`src/rtl/iso15_pkg.sv`:
```
// Shared types and constants for the ISO15693 tag-side response encoder.
// The optional CRC stage in iso15_tag_tx is enabled by defining ISO15_TX_CRC_EN.
package iso15_pkg;

  typedef enum logic {CHIP_U = 1'b0, CHIP_M = 1'b1} chip_t;

  typedef enum logic [2:0] {StIdle, StSof, StData, StCrc, StEof, StDone} state_t;

  // Bit i set means chip i of the pattern is a modulated (M) chip.
  localparam logic [7:0]  SOF_PAT  = 8'hB8;  // U U U M M M U M
  localparam logic [7:0]  EOF_PAT  = 8'h1D;  // M U M M M U U U

  localparam logic [15:0] CRC_POLY = 16'h8408;
  localparam logic [15:0] CRC_INIT = 16'hFFFF;

  // Chip type for a position in the frame; data/CRC bits are M U for 0 and U M for 1.
  function automatic chip_t chip_sel(state_t st, logic [3:0] idx, logic half, logic bitv);
    chip_t c;
    c = CHIP_U;
    case (st)
      StSof:          c = chip_t'(SOF_PAT[idx[2:0]]);
      StEof:          c = chip_t'(EOF_PAT[idx[2:0]]);
      StData, StCrc:  c = (half == bitv) ? CHIP_M : CHIP_U;
      default:        c = CHIP_U;
    endcase
    return c;
  endfunction

  // One reflected CRC-16 step for a single payload bit.
  function automatic logic [15:0] crc_step(logic [15:0] crc, logic b);
    logic fb;
    logic [15:0] nx;
    fb = crc[0] ^ b;
    nx = {1'b0, crc[15:1]};
    if (fb) nx = nx ^ CRC_POLY;
    return nx;
  endfunction

endpackage

```
`src/rtl/iso15_subcarrier_gen.sv`:
```
// Chip waveform generator: produces the registered load-modulation level and a
// strobe marking the last clock of the chip currently on air.
module iso15_subcarrier_gen #(
  parameter int unsigned SC1_DIV    = 32,
  parameter int unsigned SC2_DIV    = 28,
  parameter int unsigned SC1_PULSES = 8,
  parameter int unsigned SC2_PULSES = 9
) (
  input  logic ck_1356meg,
  input  logic rst,
  input  logic start,       // frame starts at this edge; take mode inputs directly
  input  logic run,         // next cycle belongs to a chip
  input  logic chip_m_nxt,  // type of the chip on air next cycle
  input  logic two_sc,
  input  logic low_rate,
  output logic mod,
  output logic chip_end
);

  localparam logic [5:0] Div1  = 6'(SC1_DIV);
  localparam logic [5:0] Div2  = 6'(SC2_DIV);
  localparam logic [5:0] Half1 = 6'(SC1_DIV / 2);
  localparam logic [5:0] Half2 = 6'(SC2_DIV / 2);
  localparam logic [5:0] Pul1  = 6'(SC1_PULSES);
  localparam logic [5:0] Pul2  = 6'(SC2_PULSES);
  localparam logic [5:0] Pul1L = 6'(SC1_PULSES * 4);
  localparam logic [5:0] Pul2L = 6'(SC2_PULSES * 4);

  logic       active_q, chip_m_q, two_q, low_q, mod_q;
  logic [5:0] ph_q, ph_d, per_q, per_d;
  logic [5:0] div_cur, npul_cur;
  logic       two_n, low_n, restart, mod_d, use_sc2;

  // Length of the chip currently on air and its end strobe.
  always_comb begin
    use_sc2  = !chip_m_q && two_q;
    div_cur  = use_sc2 ? Div2 : Div1;
    npul_cur = use_sc2 ? (low_q ? Pul2L : Pul2) : (low_q ? Pul1L : Pul1);
    chip_end = active_q && (ph_q == div_cur - 6'd1) && (per_q == npul_cur - 6'd1);
  end

  // Phase/period counters and modulation level for the next cycle.
  always_comb begin
    two_n   = start ? two_sc : two_q;
    low_n   = start ? low_rate : low_q;
    restart = start || chip_end;
    ph_d    = '0;
    per_d   = '0;
    if (run && !restart) begin
      if (ph_q == div_cur - 6'd1) begin
        per_d = per_q + 6'd1;
      end else begin
        ph_d  = ph_q + 6'd1;
        per_d = per_q;
      end
    end
    if (chip_m_nxt) mod_d = run && (ph_d < Half1);
    else            mod_d = run && two_n && (ph_d < Half2);
  end

  // State registers.
  always_ff @(posedge ck_1356meg) begin
    if (rst) begin
      active_q <= 1'b0;
      chip_m_q <= 1'b0;
      two_q    <= 1'b0;
      low_q    <= 1'b0;
      ph_q     <= '0;
      per_q    <= '0;
      mod_q    <= 1'b0;
    end else begin
      active_q <= run;
      chip_m_q <= chip_m_nxt;
      two_q    <= two_n;
      low_q    <= low_n;
      ph_q     <= ph_d;
      per_q    <= per_d;
      mod_q    <= mod_d;
    end
  end

  assign mod = mod_q;

endmodule

```
`src/rtl/iso15_tag_tx.sv`:
```
// ISO15693 tag response encoder: SOF, Manchester data, optional CRC, EOF.
// Define ISO15_TX_CRC_EN to append the complemented CRC-16 after the payload.
module iso15_tag_tx #(
  parameter int unsigned SC1_DIV    = 32,
  parameter int unsigned SC2_DIV    = 28,
  parameter int unsigned SC1_PULSES = 8,
  parameter int unsigned SC2_PULSES = 9
) (
  input  logic       ck_1356meg,
  input  logic       rst,
  input  logic       two_sc,
  input  logic       low_rate,
  input  logic [7:0] tx_data,
  input  logic       tx_valid,
  input  logic       tx_last,
  output logic       tx_ready,
  output logic       mod,
  output logic       busy,
  output logic       done,
  output logic       underrun
);
  import iso15_pkg::*;

  state_t     state_q, state_d;
  logic [3:0] idx_q, idx_d;
  logic       half_q, half_d;
  logic [7:0] sh_q, sh_d, nxt_q, nxt_d;
  logic       nxt_vld_q, nxt_vld_d, nxt_last_q, nxt_last_d;
  logic       last_q, last_d, under_q, under_d;
  logic       armed_q;
  logic       start, run, chip_end, chip_m_nxt, hs, have_nxt, nxt_is_last, bit_d;
  logic [7:0] nxt_byte;
`ifdef ISO15_TX_CRC_EN
  logic [15:0] crc_q, crc_d, crcsh_q, crcsh_d, crc_nx;
`endif

  // Ready in IDLE (held off for the first cycle after reset) or during bit 7 of a non-last byte.
  always_comb begin
    tx_ready = 1'b0;
    if (state_q == StIdle) tx_ready = armed_q;
    else if (state_q == StData && idx_q == 4'd7 && !last_q && !nxt_vld_q) tx_ready = 1'b1;
  end

  // Frame sequencing; advances on the generator's chip-end strobe.
  always_comb begin
    state_d    = state_q;
    idx_d      = idx_q;
    half_d     = half_q;
    sh_d       = sh_q;
    nxt_d      = nxt_q;
    nxt_vld_d  = nxt_vld_q;
    nxt_last_d = nxt_last_q;
    last_d     = last_q;
    under_d    = under_q;
    start      = 1'b0;
`ifdef ISO15_TX_CRC_EN
    crc_d      = crc_q;
    crcsh_d    = crcsh_q;
    crc_nx     = crc_step(crc_q, sh_q[0]);
`endif
    hs          = tx_valid && tx_ready;
    // A byte handed over on the very edge that ends bit 7 still counts as prefetched.
    have_nxt    = nxt_vld_q || hs;
    nxt_byte    = nxt_vld_q ? nxt_q : tx_data;
    nxt_is_last = nxt_vld_q ? nxt_last_q : tx_last;
    case (state_q)
      StIdle: begin
        if (hs) begin
          start     = 1'b1;
          state_d   = StSof;
          idx_d     = '0;
          half_d    = 1'b0;
          sh_d      = tx_data;
          last_d    = tx_last;
          nxt_vld_d = 1'b0;
          under_d   = 1'b0;
`ifdef ISO15_TX_CRC_EN
          crc_d     = CRC_INIT;
`endif
        end
      end
      StSof: begin
        if (chip_end) begin
          if (idx_q == 4'd7) begin
            state_d = StData;
            idx_d   = '0;
            half_d  = 1'b0;
          end else begin
            idx_d = idx_q + 4'd1;
          end
        end
      end
      StData: begin
        if (hs) begin
          nxt_d      = tx_data;
          nxt_last_d = tx_last;
          nxt_vld_d  = 1'b1;
        end
        if (chip_end) begin
          if (!half_q) begin
            half_d = 1'b1;
          end else begin
            half_d = 1'b0;
            sh_d   = {1'b0, sh_q[7:1]};
`ifdef ISO15_TX_CRC_EN
            crc_d  = crc_nx;
`endif
            if (idx_q != 4'd7) begin
              idx_d = idx_q + 4'd1;
            end else begin
              idx_d = '0;
              if (have_nxt && !last_q) begin
                sh_d      = nxt_byte;
                last_d    = nxt_is_last;
                nxt_vld_d = 1'b0;
              end else begin
                if (!last_q) under_d = 1'b1;
`ifdef ISO15_TX_CRC_EN
                state_d = StCrc;
                crcsh_d = ~crc_nx;
`else
                state_d = StEof;
`endif
              end
            end
          end
        end
      end
`ifdef ISO15_TX_CRC_EN
      StCrc: begin
        if (chip_end) begin
          if (!half_q) begin
            half_d = 1'b1;
          end else begin
            half_d  = 1'b0;
            crcsh_d = {1'b0, crcsh_q[15:1]};
            if (idx_q == 4'd15) begin
              state_d = StEof;
              idx_d   = '0;
            end else begin
              idx_d = idx_q + 4'd1;
            end
          end
        end
      end
`endif
      StEof: begin
        if (chip_end) begin
          if (idx_q == 4'd7) state_d = StDone;
          else               idx_d   = idx_q + 4'd1;
        end
      end
      StDone:  state_d = StIdle;
      default: state_d = StIdle;
    endcase

    run   = (state_d == StSof) || (state_d == StData) || (state_d == StCrc) ||
            (state_d == StEof);
    bit_d = sh_d[0];
`ifdef ISO15_TX_CRC_EN
    if (state_d == StCrc) bit_d = crcsh_d[0];
`endif
    chip_m_nxt = (chip_sel(state_d, idx_d, half_d, bit_d) == CHIP_M);
  end

  // State registers.
  always_ff @(posedge ck_1356meg) begin
    if (rst) begin
      state_q    <= StIdle;
      idx_q      <= '0;
      half_q     <= 1'b0;
      sh_q       <= '0;
      nxt_q      <= '0;
      nxt_vld_q  <= 1'b0;
      nxt_last_q <= 1'b0;
      last_q     <= 1'b0;
      under_q    <= 1'b0;
      armed_q    <= 1'b0;
`ifdef ISO15_TX_CRC_EN
      crc_q      <= '0;
      crcsh_q    <= '0;
`endif
    end else begin
      state_q    <= state_d;
      idx_q      <= idx_d;
      half_q     <= half_d;
      sh_q       <= sh_d;
      nxt_q      <= nxt_d;
      nxt_vld_q  <= nxt_vld_d;
      nxt_last_q <= nxt_last_d;
      last_q     <= last_d;
      under_q    <= under_d;
      armed_q    <= 1'b1;
`ifdef ISO15_TX_CRC_EN
      crc_q      <= crc_d;
      crcsh_q    <= crcsh_d;
`endif
    end
  end

  iso15_subcarrier_gen #(
    .SC1_DIV    (SC1_DIV),
    .SC2_DIV    (SC2_DIV),
    .SC1_PULSES (SC1_PULSES),
    .SC2_PULSES (SC2_PULSES)
  ) u_sc_gen (
    .ck_1356meg (ck_1356meg),
    .rst        (rst),
    .start      (start),
    .run        (run),
    .chip_m_nxt (chip_m_nxt),
    .two_sc     (two_sc),
    .low_rate   (low_rate),
    .mod        (mod),
    .chip_end   (chip_end)
  );

  assign busy     = (state_q != StIdle) && (state_q != StDone);
  assign done     = (state_q == StDone);
  assign underrun = under_q;

endmodule

```
`config.mk`:
```
export PLATFORM = sky130hd
export DESIGN_NAME = iso15_tag_tx
export DESIGN_NICKNAME = d
export VERILOG_FILES = /design/src/rtl/iso15_pkg.sv /design/src/rtl/iso15_subcarrier_gen.sv /design/src/rtl/iso15_tag_tx.sv
export SDC_FILE = /design/constraint.sdc
export NUM_CORES = 1
export LEC_CHECK = 0
export CORE_ASPECT_RATIO = 0.9
export CORE_MARGIN = 3
export CORE_UTILIZATION = 45
export CTS_CLUSTER_SIZE = 8
export DETAILED_ROUTE_END_ITERATION = 8
export PLACE_DENSITY = 0.63
export SKIP_CTS_REPAIR_TIMING = 1
export SLEW_MARGIN = 15
export SYNTH_ARGS = -nofsm -noshare
export SYNTH_HDL_FRONTEND = slang
export SYNTH_SLANG_ARGS = --single-unit
export TNS_END_PERCENT = 1
```
`constraint.sdc`:
```
create_clock -name ck_1356meg -period 2.5 [get_ports ck_1356meg]
set_input_delay 0.625 -clock ck_1356meg [delete_from_list [all_inputs] [get_ports ck_1356meg]]
set_output_delay 0.625 -clock ck_1356meg [all_outputs]
set_load 0.05 [all_outputs]
```
# Word level (Yosys, flattened, before mapping)
# Memory sizes are Yosys's and may differ from the RTL's.
# Index checks and enable logic that the tools add are counted.
# Widths: inputs -> output; s select.
# totals
reg_bits,46
rom_bits,16
input_bits,14
out_inout_bits,5
n_memories,2
# op_classes
add_sub_neg,5
order_cmp,3
eq_ne,24
n_mux,69
n_bitwise,1
reduce_logical,34
# mem_list
memory,words,word_bits,read_ports,rd_ports_with_merged_regs,write_ports,line_no,text
(name not given),8,1,1,0,0,iso15_pkg.sv:22,StEof: c = chip_t'(EOF_PAT[idx[2:0]]);
(name not given),8,1,1,0,0,iso15_pkg.sv:21,StSof: c = chip_t'(SOF_PAT[idx[2:0]]);
# ops
cell,count
$mux 8,6
$mux 6,6
$mux 1,32
$mux 4,8
$mux 3,9
$pmux 4 s4,1
$pmux 8 s2,1
$reduce_and 7->1,2
$logic_and 1x1->1,13
$add 6x1->6 const B,2
$eq 6x6->1,2
$ne 2x2->1 const B,6
$pmux 3 s4,1
$sub 6x1->6 const B,2
$eq 3x2->1 const B,3
$eq 3x3->1 const B,3
$ne 2x1->1 const B,4
$eq 3x1->1 const B,2
$lt 6x4->1 const B,1
$lt 6x5->1 const B,1
$pmux 1 s2,3
$pmux 1 s3,2
$reduce_and 6->1,1
$logic_or 1x1->1,5
other kinds (15),20

# Longest topological paths before layout
# Gate-level depths: netlist of run 1.
# depth
word_depth,23
mapped_depth,12
mapped_depth_nobuf,11

# Hierarchy
# From an unflattened synthesis of run 1, not the netlist that was laid out.
# hier_totals
hier_cells,328
hier_area_um2,2767.7
# by_module_without_submodules
mod,n_inst,cells_each,area_per_inst_um2,seq_area_each_um2
iso15_tag_tx,1,222,1831.8,580.6
iso15_subcarrier_gen,1,106,935.9,340.3

# Worst setup path after synthesis of run 1
# Ideal clock, no wire load.
# synth_path
path_type,register to register
startpoint,reg state_q[2]
endpoint,reg nxt_q[2]
setup_time_ns,0.128
t_arrival_ns,3.223
path_slack_ns,-0.851
path_stages_with_launch,9
n_path_buf,3
period_less_slack_ns,3.351
path_cell_list,dfxtp_1 > buf_6 > or3b_1 > buf_6 > o41ai_1 > nand3_1 > buf_2 > mux2i_1 > nor2_1
# synth_via
elab_chain_cells,8
word_cells_on_any_way,9
cone_classes,1 x eq/ne; 2 x mux; 6 x reduce/logical
# synth_lines
item,line_no,text
"start, declared",iso15_tag_tx.sv:24,"state_t state_q, state_d;"
"start signal, assigned",iso15_tag_tx.sv:169,state_q <= StIdle;
"start signal, assigned",iso15_tag_tx.sv:184,state_q <= state_d;
$eq 3x2->1,iso15_tag_tx.sv:41,else if (state_q == StData && idx_q == 4'd7 && !last_q && !nxt_vld_q) tx_ready = 1'b1;
$logic_and 1x1->1 (3 in series),iso15_tag_tx.sv:41,
$mux 1,iso15_tag_tx.sv:41,
$mux 1 *,iso15_tag_tx.sv:40,if (state_q == StIdle) tx_ready = armed_q;
via tx_ready,iso15_tag_tx.sv:16,"output logic tx_ready,"
$logic_and 1x1->1 *,iso15_tag_tx.sv:61,hs = tx_valid && tx_ready;
$reduce_and 2->1 (no source line) *,--,
"end signal, assigned",iso15_tag_tx.sv:188,nxt_q <= nxt_d;
"end, declared",iso15_tag_tx.sv:27,"logic [7:0] sh_q, sh_d, nxt_q, nxt_d;"
# Mark *: on every way through the listed nets, which the timed path passes. The rest lies on a longest branch.
# A chain may end at the register's enable or synchronous reset.

# Worst setup path after layout of run 1
# layout_path
startpoint,reg u_sc_gen.two_q
endpoint,reg u_sc_gen.mod_q (netlist: u_sc_gen.mod)
# layout_via
elab_chain_cells,17
word_cells_on_any_way,49
cone_classes,2 x add/sub; 2 x order compare; 7 x eq/ne; 23 x mux; 13 x reduce/logical; 2 x memory
# layout_lines
item,line_no,text
"start, declared",iso15_subcarrier_gen.sv:29,"logic active_q, chip_m_q, two_q, low_q, mod_q;"
"start signal, assigned",iso15_subcarrier_gen.sv:74,two_q <= two_n;
$logic_and 1x1->1,iso15_subcarrier_gen.sv:36,use_sc2 = !chip_m_q && two_q;
$mux 6,iso15_subcarrier_gen.sv:37,div_cur = use_sc2 ? Div2 : Div1;
$sub 6x1->6,"iso15_subcarrier_gen.sv:39, iso15_subcarrier_gen.sv:50",
$eq 6x6->1,"iso15_subcarrier_gen.sv:39, iso15_subcarrier_gen.sv:50",
$logic_and 1x1->1 (2 in series),iso15_subcarrier_gen.sv:39,chip_end = active_q && (ph_q == div_cur - 6'd1) && (per_q == npul_cur - 6'd1);
$mux 3 (on tied branches),"iso15_tag_tx.sv:148, iso15_tag_tx.sv:83, iso15_tag_tx.sv:99",
$pmux 3 s4,iso15_tag_tx.sv:66,case (state_q)
$eq 3x1->1 / $eq 3x2->1 (equally long branches),"iso15_pkg.sv:20, iso15_tag_tx.sv:157",
$logic_or 1x1->1 (3 in series),iso15_tag_tx.sv:157,run = (state_d == StSof) || (state_d == StData) || (state_d == StCrc) ||
$logic_and 1x1->1,iso15_subcarrier_gen.sv:49,if (run && !restart) begin
$mux 6,iso15_subcarrier_gen.sv:49,
$lt 6x4->1 / $lt 6x5->1 (equally long branches),"iso15_subcarrier_gen.sv:58, iso15_subcarrier_gen.sv:57",
$logic_and 1x1->1 (on tied branches),"iso15_subcarrier_gen.sv:58, iso15_subcarrier_gen.sv:57",
$mux 1 *,iso15_subcarrier_gen.sv:57,if (chip_m_nxt) mod_d = run && (ph_d < Half1);
"end signal, assigned",iso15_subcarrier_gen.sv:78,mod_q <= mod_d;
"end, declared",iso15_subcarrier_gen.sv:29,
# Every way passes the cells marked *; elsewhere a longest branch is shown, timed or not. The select of a mux whose other input is x is not followed.

==> metrics.md, run 1 <==
| Metric | Value |
|---|---|
| # setup viols final | 3 |
| Most frequent cell after synthesis | dfxtp_1 |
| Die Y | 78.3 µm |
| Setup crit start kind | flop |
| RSZ-0062 raised after global routing | yes |
| Crit-path slowest cell | or3_1 |
| Final setup TNS | -0.177 ns |
| Largest net degree at the start of global routing | 28 |
| Inserted Clock Buffers | 5 |
| Grt ovf | 0 |
| Number of flops mapped to enable cells by yosys | 0 |
| CP most frequent cell | xnor2_1 |
| RR Startpoint | u_sc_gen.two_q$_SDFF_PP0_ |
| Clock skew | 0.00676 ns |
| Vias per cell | 5.67 |
| Largest delay share family, worst path | compound AO/OA/AOI/OAI gates |
| Die Area | 6750 µm² |
| CP Cell Sequence | nor2b_4 -> ha_2 -> xnor2_1 -> xnor2_1 -> nand3_2 -> o41ai_4 -> a31oi_2 -> or3_1 -> a32oi_2 -> a31oi_1 |
| Routed Antenna Nets | 0 |
| Status | finished with violations |
| Tmin final | 2.58 ns |
| CTS tree | yes |
| Reg2Reg Setup Slack | -0.08 ns |
| Rel. slew slack | 0.657 |
| Synth area leader | dfxtp_1 |
| Hold Crit Start | u_sc_gen.ph_q[0]$_SDFF_PP0_ |
| Crit path DAT | 2.77 ns |
| Share of post-route cells with drive strength above 1 | 0.209 |
| Initial antenna violation count | 0 |
| Final WL | 6.42 mm |
| # port buffers | 18 |
| Die width | 86.3 µm |
| Clock transition at path regs | approximately 0.1 ns |
| Vias in the first global route | 2290 |
| Global-route wire length before repair | ~11 mm |
| Initial Utilization | 0.480 |
| Power Density | about 440 nW/µm² |
| Cell variety after synth | 57 |
| Hold Path Class | reg -> reg |
| Critical Path RT | 2.69 ns |
| GR Util All Layers | 0.195 |
| Ranking of synthesized cells by area | dfxtp_1 35%, mux2i_1 7.3%, nor2_1 6.5%, nand2_1 4.7%, a21oi_1 3.5% |
| Later-pin clock latency in the skew report | 0.30 ns |
| Cell area after synthesis | about 2600 µm² |
| Root Driver | clkbuf_8 |
| Predominant post-synthesis flop cell | dfxtp_1 |
| Async set-reset flop share out of synthesis | 0 |
| Cells after Synth | 318 |
| Maximum vdd drop | 0.376 mV |
| WS Path Type | reg -> reg |
| Max Cap Violations | 0 |
| First-pass DRT Iterations | 5 |
| Max-slew violation count | 0 |
| CP endpoint kind | flop |
| Synth Area per Inst | 8.21 µm² |
| Final WS setup | -0.0794 ns |
| Net count, final | about 380 |
| Final Hold Viols | 0 |
| Highest clock rate | 388 MHz |
| Period utilization | 1.03 |
| Vias | 2437 |
| DRC Markers | 0 |
| Row Count | 25 |
| Drt initial violations | 138 |
| Pre-CTS setup slack | -0.272 ns |
| Sequential element share of the synthesized area | 0.353 |
| H-tree levels | 2 |
| Failing checks | negative setup slack |
| Yosys top cell area share | 0.353 |
| Placed Cells | 422 |
| Worst-case clock buffer depth | 2 |
| Final HPWL DP | 4.64 mm |
| GP Congestion | 0.853 |
| P_leak | 1.31 nW |
| Number of synthesis warnings | 0 |
| Crit path from | u_sc_gen.two_q$_SDFF_PP0_ |
| Slew at the pin closest to its max-slew limit | 0.512 ns |
| Synth top cells by count | 46 x dfxtp_1, 45 x nor2_1, 33 x nand2_1, 19 x mux2i_1, 18 x a21oi_1 |
| Yosys reg bits | 46 |
| N_diodes | 0 |
| CP Buf/Inv Count | 0 |
| Non-filler cells, final | 430 |
| IO Pins | 19 |
| Synthesized net count | 339 |
| Peak fanout along the critical path | 4 |
| Wirelength per Cell | 14.9 µm |
| Crit path largest cell delay | 0.40 ns |
| Core outline area | approximately 5400 µm² |
| Clk sinks | 46 |
| Area growth, synth to finish | 25.6% |
[cell families (layout without fill, tap and decap cells)]
| kind of cell | after synthesis | in the layout | share of synthesized area |
|---|---|---|---|
| multiplexers | 19 | 19 | 0.0729 |
| flip-flops | 46 | 46 | 0.353 |
| adder cells (fa/ha/maj) | 7 | 7 | 0.0336 |
| buffers and inverters | 24 | 69 | 0.0427 |
| AO/OA/AOI/OAI | 64 | 64 | 0.167 |
| AND/OR/NAND/NOR | 144 | 144 | 0.281 |
| XOR/XNOR | 14 | 14 | 0.0499 |
[power by group]
part | leakage [nW] | total [mW] | switching, mW | internal (mW)
combinational | 0.893 | 0.185 | 0.0990 | 0.0859
sequential | 0.374 | 0.761 | 0.0134 | 0.748
clock | 0.0408 | 0.483 | 0.282 | 0.200
[area by class of cell]
class	instances	area (µm²)
multi-input combinational	248	1690
sequential	46	923
timing repair buffer	54	468
inverter	7	26.3
tap	67	83.8
clock buffer	5	68.8
clock inverter	3	23.8
fill	498	2160
[layer usage]
layer,wire (µm),share of wire,GRT usage
met1,3180,0.50,0.280
met4,79,0.012,0.0467
met5,0,0,0
met2,2900,0.45,0.304
met3,250,0.039,0.0315
[worst register-to-register path: stages (launching register included)]
cell and delay (ns):
dfxtp_2 0.34, nor2b_4 0.18, ha_2 0.22, xnor2_1 0.14, xnor2_1 0.17, nand3_2 0.20
o41ai_4 0.38, a31oi_2 0.09, or3_1 0.40, a32oi_2 0.25, a31oi_1 0.11
[metrics by stage]
step | hold WS [ns] | cell area (µm²) | power (mW) | util
global route | 0.481 | 3280 | 1.49 | 0.603
global placement | 0.429 | 3100 | 0.955 | 0.570
floorplan | 0.413 | 2630 | 0.875 | -
detailed placement | 0.439 | 3100 | 0.956 | 0.570
CTS | 0.459 | 3190 | 1.44 | 0.587
finish | 0.454 | 3280 | 1.43 | 0.603
[sequential cells by signal (all words and copies together) (netlist names), 3 cells and up]
name and cells:
idx_q 4, nxt_q 8, sh_q 8, state_q 3, u_sc_gen.per_q 6, u_sc_gen.ph_q 6
[layout by cell type (no fill, tap or decap), types with 4 or more instances in the layout]
cell	n
xor2_1	5
o21ai_0	12
mux2i_1	19
inv_1	5
a222oi_1	6
nand2b_1	7
ha_1	5
a31oi_1	4
clkdlybuf4s50_1	15
dfxtp_1	44
nand3_1	8
nor3_1	5
clkbuf_8	5
nor2_1	45
a21oi_1	18
buf_4	37
and2_1	10
xnor2_1	8
nand2_1	33
nand4_1	4
[path summary, 6_finish.rpt]
kind / endpoint / cells after the start
max reg2reg: u_sc_gen.mod$_SDFF_PP0_ / 10
max: u_sc_gen.mod$_SDFF_PP0_ / 10
min: u_sc_gen.ph_q[0]$_SDFF_PP0_ / 1
min reg2reg: u_sc_gen.ph_q[0]$_SDFF_PP0_ / 1
(Power assumes the default switching activity.)
==> inputs of run 2 (changes only) <==
Settings changed: REMOVE_ABC_BUFFERS set to 1, SKIP_CTS_REPAIR_TIMING 1 to unset.
==> metrics.md, run 2 (synthesized netlist as in run 1, its figures left out) <==
| Metric | Value |
|---|---|
| Hold-critical path depth | 1 (unchanged) |
| Initial antenna violation count | 0 (unchanged) |
| Final Hold Viols | 0 (unchanged) |
| Clock skew | 0.00537 ns (was 0.00676 ns) |
| WS Path Type | reg -> reg (unchanged) |
| Largest net degree at the start of global routing | 28 (unchanged) |
| H-tree levels | 2 (unchanged) |
| CTS tree | yes (unchanged) |
| Hold_buf cts | 0 |
| Status | finished with violations (unchanged) |
| P_leak | 1.33 nW (was 1.31 nW) |
| Rel. slew slack | 0.618 (was 0.657) |
| Final HPWL DP | 4.54 mm (was 4.64 mm) |
| Hold Slack | 0.448 ns (was 0.454 ns) |
| Maximum vdd drop | 0.297 mV (was 0.376 mV) |
| Power Density | 432 nW/µm² (was 436 nW/µm²) |
| Wirelength per Cell | 14.6 µm (was 14.9 µm) |
| Vias | 2433 (was 2437) |
| CP endpoint kind | flop (unchanged) |
| Net count, final | 383 (unchanged) |
| Hold Crit Start | u_sc_gen.ph_q[0]$_SDFF_PP0_ (unchanged) |
| Worst-case clock buffer depth | 2 (unchanged) |
| Row Count | 25 (unchanged) |
| N_diodes | 0 (unchanged) |
| Area growth, synth to finish | 26.7% (was 25.6%) |
| Inserted Clock Buffers | 5 (unchanged) |
| RR Startpoint | u_sc_gen.two_q$_SDFF_PP0_ (unchanged) |
| Peak fanout along the critical path | 5 (was 4) |
| FF-to-FF path depth | 10 (unchanged) |
| Reg-to-Reg End | u_sc_gen.mod$_SDFF_PP0_ (unchanged) |
| Crit path DAT | 2.71 ns (was 2.77 ns) |
| Clock transition at path regs | 0.09 ns (was 0.10 ns) |
| Setup crit start kind | flop (unchanged) |
| Root Driver | clkbuf_8 (unchanged) |
| Die width | 86.3 µm (unchanged) |
| GP Congestion | 0.830 (was 0.853) |
| Tmin final | 2.51 ns (was 2.58 ns) |
| Vias per cell | 5.66 (was 5.67) |
| Most frequent cells in the layout | 43 x nor2_1, 43 x dfxtp_1, 36 x buf_4 (was 45 x nor2_1, 44 x dfxtp_1, 37 x buf_4) |
| Hold Path Class | reg -> reg (unchanged) |
| Max Cap Violations | 0 (unchanged) |
| Hold Path End | u_sc_gen.ph_q[0]$_SDFF_PP0_ (unchanged) |
| Final WL | 6.29 mm (was 6.42 mm) |
| Failing checks | negative setup slack (unchanged) |
| First-pass DRT Iterations | 5 (unchanged) |
| Core outline area | 5440 µm² (unchanged) |
| CP Cell Sequence | nor2b_4 -> ha_4 -> xor2_1 -> nand4_1 -> or2_4 -> or3_1 -> a31oi_2 -> o21ai_1 -> a32oi_2 -> a31oi_1 (was nor2b_4 -> ha_2 -> xnor2_1 -> xnor2_1 -> nand3_2 -> o41ai_4 -> a31oi_2 -> or3_1 -> a32oi_2 -> a31oi_1) |
| GR Util All Layers | 0.192 (was 0.195) |
| Highest clock rate | 398 MHz (was 388 MHz) |
| # setup viols final | 1 (was 3) |
| Die Y | 78.3 µm (unchanged) |
| Max-slew violation count | 0 (unchanged) |
| Vias in the first global route | 2216 (was 2290) |
| Placed instance area | 3070 µm² (was 3100 µm²) |
| Top flop regs | nxt_q (8), sh_q (8) (unchanged) |
| Reg2Reg Setup Slack | -0.01 ns (was -0.08 ns) |
| Die Area | 6750 µm² (unchanged) |
| DRC Markers | 0 (unchanged) |
| Clk sinks | 46 (unchanged) |
| RSZ-0062 raised after global routing | yes (unchanged) |
| Drt initial violations | 232 (was 138) |
| Global-route wire length before repair | 10.5 mm (was 10.8 mm) |
| Crit path largest cell delay | 0.37 ns (was 0.40 ns) |
| Later-pin clock latency in the skew report | 0.31 ns (was 0.30 ns) |
| Post-route cell area | 3310 µm² (was 3280 µm²) |
| # port buffers | 18 (unchanged) |
| Crit-path slowest cell | or3_1 (unchanged) |
| IO Pins | 19 (unchanged) |
| Initial Utilization | 0.480 (unchanged) |
| Period utilization | 1.01 (was 1.03) |
| Slew at the pin closest to its max-slew limit | 0.568 ns (was 0.512 ns) |
| Routed Antenna Nets | 0 (unchanged) |
| Share of post-route cells with drive strength above 1 | 0.220 (was 0.209) |
| Grt ovf | 0 (unchanged) |
| Final WS setup | -0.0125 ns (was -0.0794 ns) |
| Critical Path RT | 2.69 ns (about the same) |
run 2: changes by cell type in the layout (fill, tap and decap cells not counted), sizes merged:
cell      before  now
inv            8    7
clkinv         0    2
clkinvlp       2    1
run 2: repair_timing:
action / CTS / global route
pin swaps: 7 / 1
setup endpoints to repair: 9 / 16
buffers inserted: 2 / 0
resized for setup: 13 / 16
run 2: worst max path at each step:
stage / to / slack [ns] / depth (start not counted) / from
detailed placement: u_sc_gen.mod$_SDFF_PP0_ / -0.21 / 9 / tx_valid
floorplan: nxt_last_q$_SDFFE_PP0P_ / -1.43 / 5 / state_q[1]$_SDFF_PP0_
global placement: u_sc_gen.mod$_SDFF_PP0_ / -0.20 / 9 / tx_valid
CTS: u_sc_gen.mod$_SDFF_PP0_ / -0.002 / 11 / u_sc_gen.two_q$_SDFF_PP0_
finish: u_sc_gen.mod$_SDFF_PP0_ / -0.01 / 10 / u_sc_gen.two_q$_SDFF_PP0_
global route: u_sc_gen.mod$_SDFF_PP0_ / -0.11 / 10 / u_sc_gen.two_q$_SDFF_PP0_
run 2: layout make-up:
| cell class | instances | area [µm²] |
|---|---|---|
| well taps | 67 | 83.8 |
| fillers | 499 | 2140 |
| flip-flops and latches | 46 | 927 |
| clock inverters | 3 | 21.3 |
| multi-input cells | 248 | 1710 |
| inverters | 7 | 26.3 |
| clock buffers | 5 | 68.8 |
| repair buffers | 54 | 472 |
run 2: per-stage QoR:
stage	utilization	worst slack [ns]	instances	total power [mW]	setup TNS [ns]
floorplan	-	-1.43	301	0.864	-15.02
global placement	0.564	-0.204	420	0.954	-0.414
detailed placement	0.564	-0.206	420	0.955	-0.683
CTS	0.592	-0.00206	430	1.43	-0.00206
global route	0.607	-0.109	430	1.49	-0.319
finish	0.607	-0.0125	430	1.43	-0.0125
run 2: critical path, delay by kind of cell (launching register included):
family	cells	cell delay (ns)
xor gates and xnor gates	1	0.16
DFF	1	0.34
and+or+nand+nor	4	1.03
AOI/OAI and AO/OA	4	0.64
adders and majority gates	1	0.22
run 2: power breakdown:
| part | leakage (nW) | internal (mW) | total (mW) | switching (mW) |
|---|---|---|---|---|
| registers | 0.374 | 0.748 | 0.758 | 0.0103 |
| clock network | 0.0441 | 0.197 | 0.475 | 0.278 |
| logic | 0.912 | 0.0918 | 0.195 | 0.103 |
| total | 1.33 | 1.04 | 1.43 | 0.392 |
run 2: metal layers:
layer	track usage	up-vias	routed length, µm
li1	-	1224	-
met1	0.273	1153	3120
met2	0.301	49	2830
met3	0.0378	7	287
met4	0.0405	0	53
met5	0	-	0
==> inputs of run 3 (changes only) <==
Settings changed: GPL_TIMING_DRIVEN set to 0, PLACE_DENSITY 0.63 to 0.67.
==> metrics.md, run 3 (synthesized netlist as in run 1, its figures left out) <==
| Metric | Value |
|---|---|
| Status | finished with violations (unchanged) |
| Failing checks | negative setup slack (unchanged) |
| Global-route wire length before repair | 10.2 mm (was 10.5 mm) |
| Grt ovf | 0 (unchanged) |
| Rel. slew slack | 0.285 (was 0.618) |
| RSZ-0062 raised after global routing | yes (unchanged) |
| Tmin final | 2.68 ns (was 2.51 ns) |
| Routed Antenna Nets | 0 (unchanged) |
| WS Path Type | reg -> reg (unchanged) |
| Setup crit start kind | flop (unchanged) |
| Reg2Reg Setup Slack | -0.18 ns (was -0.01 ns) |
| Area growth, synth to finish | 19.8% (was 26.7%) |
| Vias in the first global route | 2203 (was 2216) |
| Drt initial violations | 172 (was 232) |
| Final WL | 6.04 mm (was 6.29 mm) |
| P_leak | 1.21 nW (was 1.33 nW) |
| Peak fanout along the critical path | 5 (unchanged) |
| GR Util All Layers | 0.184 (was 0.192) |
| Hold Path Class | reg -> reg (unchanged) |
| Power Density | 438 nW/µm² (was 432 nW/µm²) |
| Hold Slack | 0.443 ns (was 0.448 ns) |
| IO Pins | 19 (unchanged) |
| Vias per cell | 5.80 (was 5.66) |
| Share of post-route cells with drive strength above 1 | 0.177 (was 0.220) |
| RR Startpoint | u_sc_gen.two_q$_SDFF_PP0_ (unchanged) |
| Clock transition at path regs | 0.09 ns (about the same) |
| First-pass DRT Iterations | 7 (was 5) |
| Top flop regs | nxt_q (8), sh_q (8) (unchanged) |
| Max-slew violation count | 0 (unchanged) |
| Clk sinks | 46 (unchanged) |
| Wirelength per Cell | 15.1 µm (was 14.6 µm) |
| Worst-case clock buffer depth | 2 (unchanged) |
| Most frequent cells in the layout | 43 x nor2_1, 39 x dfxtp_1, 33 x nand2_1 (was 43 x nor2_1, 43 x dfxtp_1, 36 x buf_4) |
| CP endpoint | u_sc_gen.mod$_SDFF_PP0_ (unchanged) |
| Vias | 2326 (was 2433) |
| FF-to-FF path depth | 11 (was 10) |
| Later-pin clock latency in the skew report | 0.29 ns (was 0.31 ns) |
| DRC Markers | 0 (unchanged) |
| Maximum vdd drop | 0.373 mV (was 0.297 mV) |
| N_diodes | 0 (unchanged) |
| H-tree levels | 2 (unchanged) |
| Slew at the pin closest to its max-slew limit | 1.07 ns (was 0.568 ns) |
| Reg-to-Reg End | u_sc_gen.mod$_SDFF_PP0_ (unchanged) |
| Clock skew | 0.00860 ns (was 0.00537 ns) |
| Largest net degree at the start of global routing | 29 (was 28) |
| Most common cell after layout, fill and taps aside | nor2_1 |
| Core outline area | 5440 µm² (unchanged) |
| Final Hold Viols | 0 (unchanged) |
| # port buffers | 18 (unchanged) |
| Die Area | 6750 µm² (unchanged) |
| Die Y | 78.3 µm (unchanged) |
| Highest clock rate | 374 MHz (was 398 MHz) |
| Row Count | 25 (unchanged) |
| Max Cap Violations | 0 (unchanged) |
| GP Congestion | 0.844 (was 0.830) |
| Critical Path RT | 2.66 ns (was 2.69 ns) |
| Root Driver | clkbuf_8 (unchanged) |
| CP endpoint kind | flop (unchanged) |
| Crit path DAT | 2.84 ns (was 2.71 ns) |
| Final HPWL DP | 4.09 mm (was 4.54 mm) |
| Inserted Clock Buffers | 5 (unchanged) |
| Period utilization | 1.07 (was 1.01) |
| Initial antenna violation count | 0 (unchanged) |
| # setup viols final | 9 (was 1) |
| CTS tree | yes (unchanged) |
| Crit path from | u_sc_gen.two_q$_SDFF_PP0_ (unchanged) |
| Die width | 86.3 µm (unchanged) |
| Net count, final | 355 (was 383) |
| Final WS setup | -0.177 ns (was -0.0125 ns) |
| Hold_buf cts | 0 (unchanged) |
| Filler cells | 498 (was 499) |
| Initial Utilization | 0.480 (unchanged) |
| Total Power | 1.37 mW (was 1.43 mW) |
==> run 3: cell count changes in the layout (fill, tap and decap cells not counted), sizes merged <==
cell / previous run / this run
dlygate4sd2: 0 / 2
clkinv: 2 / 0
dlymetal6s2s: 0 / 1
clkbuf: 5 / 7
buf: 39 / 9
clkdlybuf4s50: 15 / 13
==> run 3: power by group <==
group / total (mW) / internal [mW] / switching, mW
Clock: 0.440 / 0.192 / 0.248
Combinational: 0.165 / 0.0691 / 0.0956
Sequential: 0.763 / 0.748 / 0.0156
==> run 3: layer usage <==
layer  up-vias  GRT usage  part of all wire
met5         -          0                 0
met3         4     0.0336             0.044
met2        51      0.282              0.47
li1       1170          -                 -
met1      1101      0.268              0.48
met4         0     0.0421            0.0078
==> run 3: repair_timing <==
item                                    in CTS  in global routing
resized for setup                           34                 22
pin swaps                                    6                  8
buffers inserted                             0                  7
endpoints found under the setup margin      21                 29
==> run 3: cell type report <==
type | count | area (µm²) | area share
Clock inverter | 1 | 7.51 | 0.00240
Sequential cell | 46 | 930 | 0.297
Clock buffer | 6 | 72.6 | 0.0232
Inverter | 7 | 26.3 | 0.00840
Tap cell | 67 | 83.8 | 0.0268
Timing Repair Buffer | 26 | 230 | 0.0736
Multi-Input combinational cell | 248 | 1780 | 0.568
==> run 3: worst min-delay path by stage <==
stage                                startpoint                           to  cells past startpoint
finish              u_sc_gen.ph_q[0]$_SDFF_PP0_  u_sc_gen.ph_q[0]$_SDFF_PP0_                      1
global route        u_sc_gen.ph_q[0]$_SDFF_PP0_  u_sc_gen.ph_q[0]$_SDFF_PP0_                      1
CTS                 u_sc_gen.ph_q[0]$_SDFF_PP0_  u_sc_gen.ph_q[0]$_SDFF_PP0_                      1
detailed placement  u_sc_gen.ph_q[0]$_SDFF_PP0_  u_sc_gen.ph_q[0]$_SDFF_PP0_                      1
global placement    u_sc_gen.ph_q[0]$_SDFF_PP0_  u_sc_gen.ph_q[0]$_SDFF_PP0_                      1
floorplan           u_sc_gen.ph_q[0]$_SDFF_PP0_  u_sc_gen.ph_q[0]$_SDFF_PP0_                      1
==> run 3: worst max-delay path, cell delays in order (launching register included) <==
cell	delay, ns
dfxtp_2	0.33
nor2b_4	0.21
inv_2	0.07
ha_4	0.16
xnor2_1	0.16
nand4_1	0.18
or2_4	0.33
or3_1	0.40
a31oi_4	0.22
o21ai_1	0.12
a32oi_2	0.24
a31oi_1	0.13
==> run 3: stage by stage <==
| stage | util | setup TNS [ns] | setup slack (ns) | area [µm²] | cells |
|---|---|---|---|---|---|
| after floorplan | - | -15.02 | -1.43 | 2520 | 301 |
| after global placement | 0.512 | -23.23 | -1.75 | 2790 | 386 |
| after detailed placement | 0.514 | -7.49 | -0.636 | 2800 | 387 |
| after CTS | 0.548 | -0.137 | -0.102 | 2980 | 394 |
| after global routing | 0.575 | -3.27 | -0.348 | 3130 | 401 |
| final | 0.575 | -0.615 | -0.177 | 3130 | 401 |
